## config.mk

```make
export PLATFORM = sky130hd
export DESIGN_NAME = mux_n_reg
export DESIGN_NICKNAME = d
export VERILOG_FILES = /design/src/rtl/mux_pkg.sv /design/src/rtl/mux_scan_ctr.sv /design/src/rtl/mux_n_reg.sv
export SDC_FILE = /design/constraint.sdc
export NUM_CORES = 1
export LEC_CHECK = 0
export ABC_AREA = 1
export CAP_MARGIN = 0
export CORE_MARGIN = 3
export CORE_UTILIZATION = 42
export CTS_BUF_LIST = sky130_fd_sc_hd__clkbuf_8
export DETAILED_ROUTE_END_ITERATION = 8
export PLACE_DENSITY = 0.83
export SYNTH_ARGS = -nofsm -noshare
export SYNTH_HDL_FRONTEND = slang
export SYNTH_HIERARCHICAL = 1
export SYNTH_SLANG_ARGS = --single-unit
```

## constraint.sdc

```tcl
create_clock -name clk -period 1.7 [get_ports clk]
set_input_delay 0.51 -clock clk [delete_from_list [all_inputs] [get_ports clk]]
set_output_delay 0.51 -clock clk [all_outputs]
set_load 0.05 [all_outputs]
```

## src/rtl/mux_pkg.sv

```systemverilog
`default_nettype none
// ============================================================================
//  Module      : mux_pkg
//  Description : Shared constants for the registered N-way datapath mux.
//  Revision    : 1.0  initial release
// ============================================================================
package mux_pkg;

    localparam logic MODE_DIRECT   = 1'b0;
    localparam logic MODE_SCAN     = 1'b1;
    localparam int   DEFAULT_WIDTH = 32;

endpackage : mux_pkg
`default_nettype wire

```

## src/rtl/mux_scan_ctr.sv

```systemverilog
`default_nettype none
// ============================================================================
//  Module      : mux_scan_ctr
//  Description : Wrapping 0..N_IN-1 index counter for scan-mode selection.
//  Revision    : 1.0  initial release
// ============================================================================
module mux_scan_ctr
    import mux_pkg::*;
#(
    parameter int N_IN  = 3,
    parameter int SEL_W = 3
) (
    input  logic             clk,
    input  logic             reset,
    input  logic             inc,
    input  logic             clr,
    output logic [SEL_W-1:0] count
);

    localparam logic [SEL_W-1:0] c_last = SEL_W'(N_IN - 1);

    logic [SEL_W-1:0] r_count;

    // Clear wins over increment, so a capture coinciding with clear lands on 0.
    always_ff @(posedge clk or posedge reset) begin
        if (reset) begin
            r_count <= '0;
        end else if (clr) begin
            r_count <= '0;
        end else if (inc) begin
            r_count <= (r_count == c_last) ? '0 : r_count + 1'b1;
        end
    end

    assign count = r_count;

endmodule : mux_scan_ctr
`default_nettype wire

```

## src/rtl/mux_n_reg.sv

```systemverilog
`default_nettype none
// ============================================================================
//  Module      : mux_n_reg
//  Description : Registered N-way mux with valid/ready output stage, scan mode
//                and sticky out-of-range select flag.
//  Revision    : 1.0  initial release
// ============================================================================
module mux_n_reg
    import mux_pkg::*;
#(
    parameter int WIDTH       = DEFAULT_WIDTH,
    parameter int N_IN        = 3,
    parameter int SEL_W       = 3,
    parameter int DEFAULT_IDX = 0
) (
    input  logic                  clk,
    input  logic                  reset,
    input  logic [N_IN*WIDTH-1:0] data_in,
    input  logic [SEL_W-1:0]      selector,
    input  logic                  mode,
    input  logic                  in_valid,
    output logic                  in_ready,
    input  logic                  out_ready,
    input  logic                  scan_clr,
    input  logic                  err_clr,
    output logic [WIDTH-1:0]      data_out,
    output logic                  out_valid,
    output logic [SEL_W-1:0]      out_sel,
    output logic                  sel_err
);

    localparam int               c_n_slots     = 1 << SEL_W;
    localparam logic [SEL_W:0]   c_n_in        = (SEL_W + 1)'(N_IN);
    localparam logic [SEL_W-1:0] c_default_idx = SEL_W'(DEFAULT_IDX);

    logic [WIDTH-1:0] w_slot [c_n_slots];
    logic [SEL_W-1:0] w_count;
    logic [SEL_W-1:0] w_idx;
    logic             w_bad;
    logic             w_capture;
    logic             w_scan_inc;

    logic [WIDTH-1:0] r_data;
    logic [SEL_W-1:0] r_sel;
    logic             r_valid;
    logic             r_err;

    // Pad the slot array to the full selector range so indexing is always legal.
    for (genvar k = 0; k < c_n_slots; k++) begin : g_slot
        if (k < N_IN) begin : g_in
            assign w_slot[k] = data_in[k*WIDTH +: WIDTH];
        end else begin : g_pad
            assign w_slot[k] = '0;
        end
    end

    assign in_ready   = !r_valid || out_ready;
    assign w_capture  = in_valid && in_ready;
    assign w_scan_inc = w_capture && (mode == MODE_SCAN);

    always_comb begin
        w_idx = selector;
        w_bad = 1'b0;
        if (mode == MODE_SCAN) begin
            w_idx = w_count;
        end else if ({1'b0, selector} >= c_n_in) begin
            w_idx = c_default_idx;
            w_bad = 1'b1;
        end
    end

    mux_scan_ctr #(
        .N_IN  (N_IN),
        .SEL_W (SEL_W)
    ) u_scan_ctr (
        .clk   (clk),
        .reset (reset),
        .inc   (w_scan_inc),
        .clr   (scan_clr),
        .count (w_count)
    );

    always_ff @(posedge clk or posedge reset) begin
        if (reset) begin
            r_data  <= '0;
            r_sel   <= '0;
            r_valid <= 1'b0;
        end else if (w_capture) begin
            r_data  <= w_slot[w_idx];
            r_sel   <= w_idx;
            r_valid <= 1'b1;
        end else if (out_ready) begin
            r_valid <= 1'b0;
        end
    end

    // A new error in the same cycle as err_clr keeps the flag set.
    always_ff @(posedge clk or posedge reset) begin
        if (reset) begin
            r_err <= 1'b0;
        end else if (w_capture && w_bad) begin
            r_err <= 1'b1;
        end else if (err_clr) begin
            r_err <= 1'b0;
        end
    end

    assign data_out  = r_data;
    assign out_valid = r_valid;
    assign out_sel   = r_sel;
    assign sel_err   = r_err;

endmodule : mux_n_reg
`default_nettype wire

```

==> results of run 1 <==
stage by stage:
step	instance area [um^2]	setup slack, ps	cells
after detailed placement	4900	-328	693
after CTS	5080	19.8	710
after global routing	5170	6.99	714
after floorplan	2910	30.6	477
final	5170	109	714
after global placement	4900	-285	693
cell usage in the layout, fill, tap and decap left out:
cell	n
clkinv_1	12
or2_4	1
a21oi_2	1
bufbuf_16	1
buf_8	2
nand3_2	1
nand2_1	157
a21oi_1	1
nand2_4	1
nand3_1	125
nand4_1	2
inv_1	96
dfrtp_1	39
o22ai_1	1
clkdlybuf4s50_1	100
dfrtp_2	1
nor2_1	4
dlymetal6s2s_1	1
nand2_8	1
buf_6	1
nand2_2	2
o21ai_0	2
inv_2	4
buf_12	45
clkbuf_8	6
buf_4	25
clkbuf_16	1
dlygate4sd2_1	4
registers in the layout, indices dropped and copies added, names as in the netlist:
name and count:
data_out 32, out_sel 3, u_scan_ctr/count 3, out_valid 1, sel_err 1
path summary, 6_finish.rpt:
kind                                                    to  slack (ps)  cells after the start
max                                  out_valid$_DFFE_PP0P_         110                     11
min                        u_scan_ctr/count[1]$_DFFE_PP0P_         410                      2
max reg2reg                          out_valid$_DFFE_PP0P_         200                      9
min reg2reg                       data_out[16]$_DFFE_PP0P_         540                      2
max in group asynchronous            out_valid$_DFFE_PP0P_         870                      3
min in group clk                  data_out[16]$_DFFE_PP0P_         540                      2
repair_timing:
| item | in CTS | in global routing |
|---|---|---|
| pin swaps | 2 | 2 |
| gates resized for setup | 7 | 10 |
| buffers inserted | 9 | 2 |
| gates cloned | 1 | 2 |
| endpoints found under the setup margin | 5 | 25 |
cell usage after synthesis:
cell type / count
o21ai_0: 2
o22ai_1: 1
buf_4: 3
buf_2: 15
nor2_1: 4
clkinv_1: 12
clkbuf_1: 4
nand3_1: 126
a21oi_1: 1
a21oi_2: 1
buf_6: 5
nand2_4: 1
dfrtp_1: 40
nand2_1: 160
nand4_1: 2
inv_2: 2
or2_1: 1
inv_1: 96
clkbuf_8: 1
worst max-delay path, delay by kind of cell:
| family | cells | cell delay [ps] |
|---|---|---|
| buf+inv | 9 | 1160 |
| simple gates | 2 | 140 |
logic make-up after synthesis:
kind of cell    synth area share
simple gates               0.440
buf+inv                    0.205
flops                      0.345
compound gates            0.0103
routing by layer:
metal / vias to the layer above / track usage
met5: - / 0
met4: 0 / 0.0825
met3: 27 / 0.0535
met2: 237 / 0.458
met1: 1759 / 0.337
li1: 1760 / -
power by group through the flow:
stage | Combinational [W] | Sequential [W] | Clock, W
global placement | 0.00211 | 0.00130 | 0
detailed placement | 0.00215 | 0.00131 | 0
floorplan | 0.000504 | 0.00176 | 0
CTS | 0.00219 | 0.00129 | 0.000664
global route | 0.00235 | 0.00131 | 0.000705
finish | 0.00223 | 0.00129 | 0.000655
area by class of cell:
type / instances / area (um^2) / share of cell area
timing repair buffer: 180 / 2240 / 0.432
multi-input combinational: 299 / 1340 / 0.258
sequential: 40 / 1000 / 0.194
inverter: 110 / 413 / 0.0798
tap: 77 / 96.3 / 0.0186
clock buffer: 6 / 82.6 / 0.0160
clock inverter: 2 / 7.51 / 0.00145
==> flow_summary.json, run 1 <==
{
  "dr_wl_met2_um": 5320,
  "clk_latency_ps": 290,
  "synth.cell_area_mm2": 0.00290,
  "ctsHoldBuffers": 0,
  "p_total_w": 0.00417,
  "cts_made_buffers": 5,
  "yosysSeqAreaShare": 0.345,
  "cts_tree": "built",
  "endpoint_kind": "flip-flop",
  "irDropWorstVdd_uv": 461,
  "die_h_um": 89.1,
  "num_vias": 3783,
  "cp_slowest_cell": "dlygate4sd2_1",
  "slew_violations": 0,
  "tns_ps": 0,
  "start_kind": "input port",
  "synth_cell_types": 19,
  "setup_violations": 0,
  "grt_antenna_before_repair": 0,
  "rows": 29,
  "grt_pass1_wl_um": 16600,
  "crit_arrival_ps": 1810,
  "wl_per_cell_um": 15.3,
  "finClkSkew_ps": 5.06,
  "power.switching_w": 0.00164,
  "critPathLaunch": "out_ready",
  "yosys_warnings": 6,
  "r2r_start": "out_valid$_DFFE_PP0P_",
  "vias_per_cell": 5.30,
  "holdCritPathClass": "in -> async",
  "die_w_um": 89.1,
  "slew_headroom": 0.789,
  "syn_area_per_cell_um2": 6.09,
  "overflow": 0,
  "wl_um": 10900,
  "highest_layer": "met4",
  "pwr-share-seq": 0.309,
  "grt_max_degree": 33,
  "max_stage_delay_ps": 230,
  "synthTopCellsByArea": "dfrtp_1 34%, nand3_1 22%, nand2_1 21%",
  "htreeDepth": 2,
  "pwr-share-clk": 0.157,
  "syn_nets": 583,
  "synth_top_area_frac": 0.345,
  "path_common_cell": "buf_4",
  "post-route-period-util": 0.936,
  "fin_util": 0.792,
  "power_density_mw_per_mm2": 807,
  "antenna_cells": 0,
  "port_buffers": 143,
  "drtPass1Iterations": 6,
  "clkSlewWorstSetupHoldPaths_ps": 80,
  "final_nets": 742,
  "tightest_slew_ps": 316,
  "clk_path_buf_depth": 2,
  "combPwrFrac": 0.534,
  "cap_violations": 0,
  "place_congestion": 0.875,
  "clock-root-buffer": "clkbuf_8",
  "initial_core_util": 0.444,
  "synthCells": 477,
  "hold_ws_ps": 414,
  "cts.sink_count": 40,
  "coreArea_mm2": 0.00653,
  "dp_hpwl_um": 7720,
  "drive_gt1_frac": 0.146,
  "syn_to_final_growth_pct": 78.2,
  "fmax_mhz": 628,
  "crit_required_ps": 1920,
  "intPower_w": 0.00253,
  "pin_count": 144,
  "leakagePower_nw": 2.83,
  "p_sw_frac": 0.394,
  "drt-met1-wl_um": 4260,
  "die_area_mm2": 0.00795,
  "yosys.area.top_type": "dfrtp_1",
  "crit_chain": "dlygate4sd2_1, inv_1, nand2_2, buf_4, buf_4, buf_4, buf_4, buf_4, buf_4, buf_4, nand2_1",
  "wl_met3_um": 1150,
  "drc": 0,
  "crit_type": "in -> reg",
  "nFillCells": 450,
  "grt_pass1_vias": 3635,
  "grt_use_total": 0.267,
  "hold_viol": 0,
  "ys_seq_elements": 40,
  "postRouteAntennaNets": 0,
  "status": "finished, final reports clean",
  "drt_iter0_drc": 268,
  "rsz0062_at_grt": "false",
  "path_max_fanout": 4,
  "fin_crit_ps": 1590
}
No activity file was read; power rests on OpenSTA's default activity.
==> run 2: changes to the inputs <==
--- a/config.mk
+++ b/config.mk
@@ -6,7 +6,6 @@
 export NUM_CORES = 1
 export LEC_CHECK = 0
 export ABC_AREA = 1
-export CAP_MARGIN = 0
 export CORE_MARGIN = 3
 export CORE_UTILIZATION = 42
 export CTS_BUF_LIST = sky130_fd_sc_hd__clkbuf_8
==> results of run 2 <==
Final layout, timing and power as in run 1 (identical DEF).
==> run 3: changes to the inputs <==
--- a/config.mk
+++ b/config.mk
@@ -7,10 +7,10 @@
 export LEC_CHECK = 0
 export ABC_AREA = 1
 export CORE_MARGIN = 3
-export CORE_UTILIZATION = 42
+export CORE_UTILIZATION = 35
 export CTS_BUF_LIST = sky130_fd_sc_hd__clkbuf_8
 export DETAILED_ROUTE_END_ITERATION = 8
-export PLACE_DENSITY = 0.83
+export PLACE_DENSITY = 0.71
 export SYNTH_ARGS = -nofsm -noshare
 export SYNTH_HDL_FRONTEND = slang
 export SYNTH_HIERARCHICAL = 1
==> run 3 against run 2 <==
Non-clock buffer count up 1. Via count down 5.5%. First-iteration DRC count down 18%. Clock power down 0.8%. Critical path type unchanged. Clock skew down 1.5 ps.
==> flow_summary.json, run 3 (synthesis gave the netlist of run 1 again) <==
{
  "cts.sink_count": 40,
  "wl_um": 10800,
  "die_w_um": 97.1,
  "place_area_mm2": 0.00492,
  "fin_ws_ps": 67.6,
  "drive_gt1_frac": 0.149,
  "fin_crit_ps": 1630,
  "p_total_w": 0.00420,
  "start_kind": "input port",
  "nFillCells": 661,
  "hold_viol": 0,
  "clk_path_buf_depth": 2,
  "final_cell_mix": "156 x nand2_1, 125 x nand3_1, 101 x clkdlybuf4s50_1",
  "die_area_mm2": 0.00942,
  "leakagePower_nw": 2.89,
  "r2r_slack_ps": 170,
  "post-route-period-util": 0.960,
  "dp_hpwl_um": 7500,
  "crit_required_ps": 1930,
  "coreArea_mm2": 0.00789,
  "grt_pass1_wl_um": 17100,
  "cts_tree": "built",
  "fmax_mhz": 613,
  "num_vias": 3576,
  "initial_core_util": 0.368,
  "cts_made_buffers": 5,
  "clock-root-buffer": "clkbuf_8",
  "ctsHoldBuffers": 0,
  "antenna_cells": 0,
  "overflow": 0,
  "clk_latency_ps": 290,
  "register_area_mm2": 0.00100,
  "wl_per_cell_um": 14.7,
  "hold_ws_ps": 421,
  "pin_count": 144,
  "finClkSkew_ps": 3.60,
  "grt_pass1_vias": 3480,
  "setup_violations": 0,
  "rows": 32,
  "irDropWorstVdd_uv": 388,
  "slew_headroom": 0.770,
  "place_congestion": 0.850,
  "holdCritPathClass": "in -> async",
  "drt_iter0_drc": 221,
  "drc": 0,
  "power_density_mw_per_mm2": 788,
  "status": "finished, final reports clean",
  "path_max_fanout": 3,
  "tightest_slew_ps": 345,
  "vias_per_cell": 4.83,
  "grt_use_total": 0.217,
  "tns_ps": 0,
  "clkSlewWorstSetupHoldPaths_ps": 80,
  "htreeDepth": 2,
  "port_buffers": 143,
  "drtPass1Iterations": 5,
  "place_ws_ps": -329,
  "endpoint_kind": "flip-flop",
  "grt_antenna_before_repair": 0,
  "multi_input_area_mm2": 0.00136,
  "crit_arrival_ps": 1870,
  "largest_reg_flops": 32,
  "layout_commonest_cell": "nand2_1",
  "slew_violations": 0,
  "cap_violations": 0,
  "final_nets": 743,
  "crit_type": "in -> reg",
  "fin_area_mm2": 0.00534,
  "grt_max_degree": 27,
  "postRouteAntennaNets": 0,
  "syn_to_final_growth_pct": 83.8,
  "die_h_um": 97.1
}
==> run 3: metrics by stage <==
| stage | cells | util |
|---|---|---|
| global placement | 722 | 0.624 |
| global route | 740 | 0.677 |
| floorplan | 477 | - |
| finish | 740 | 0.677 |
| CTS | 732 | 0.638 |
| detailed placement | 722 | 0.624 |
==> run 3: layout make-up <==
class                      instances  share of cell area
clock inverter                     2             0.00141
clock buffer                       6              0.0155
inverter                         110              0.0797
tap                              102              0.0239
sequential                        40               0.188
multi-input combinational        299               0.255
timing repair buffer             181               0.437
==> run 3: worst paths after layout <==
path,from,to,cells past startpoint
setup / recovery,in_valid,u_scan_ctr/count[0]$_DFFE_PP0P_,8
hold / removal,reset,u_scan_ctr/count[0]$_DFFE_PP0P_,2
setup reg to reg,out_valid$_DFFE_PP0P_,u_scan_ctr/count[0]$_DFFE_PP0P_,9
hold reg to reg,data_out[17]$_DFFE_PP0P_,data_out[17]$_DFFE_PP0P_,2
max in group asynchronous,reset,out_sel[1]$_DFFE_PP0P_,3
min in group clk,data_out[17]$_DFFE_PP0P_,data_out[17]$_DFFE_PP0P_,2
==> run 3: what timing repair did <==
| action | CTS | global route |
|---|---|---|
| setup buffers | 2 | 1 |
| resized for setup | 5 | 32 |
| endpoints found under the setup margin | 14 | 32 |
| gates cloned | 0 | 7 |
| pin swaps | 0 | 6 |
==> run 3: power by group <==
part	internal [W]	switching (W)
clock network	0.000319	0.000330
registers	0.00111	0.000181
logic	0.00113	0.00113
total	0.00256	0.00165
==> run 3: worst max-delay path: stages <==
cell and delay, ps:
clkdlybuf4s50_1 490, nand2_1 140, buf_4 170, nor2_1 200
inv_1 60, nor2_1 130, nand3_1 100, nand2_1 60
==> run 3: metal layers <==
layer / vias to the layer above / track usage / wire length (um)
li1: 1763 / - / -
met5: - / 0 / 0
met2: 182 / 0.337 / 5020
met1: 1615 / 0.304 / 4670
met4: 0 / 0.0562 / 143
met3: 16 / 0.0531 / 1000
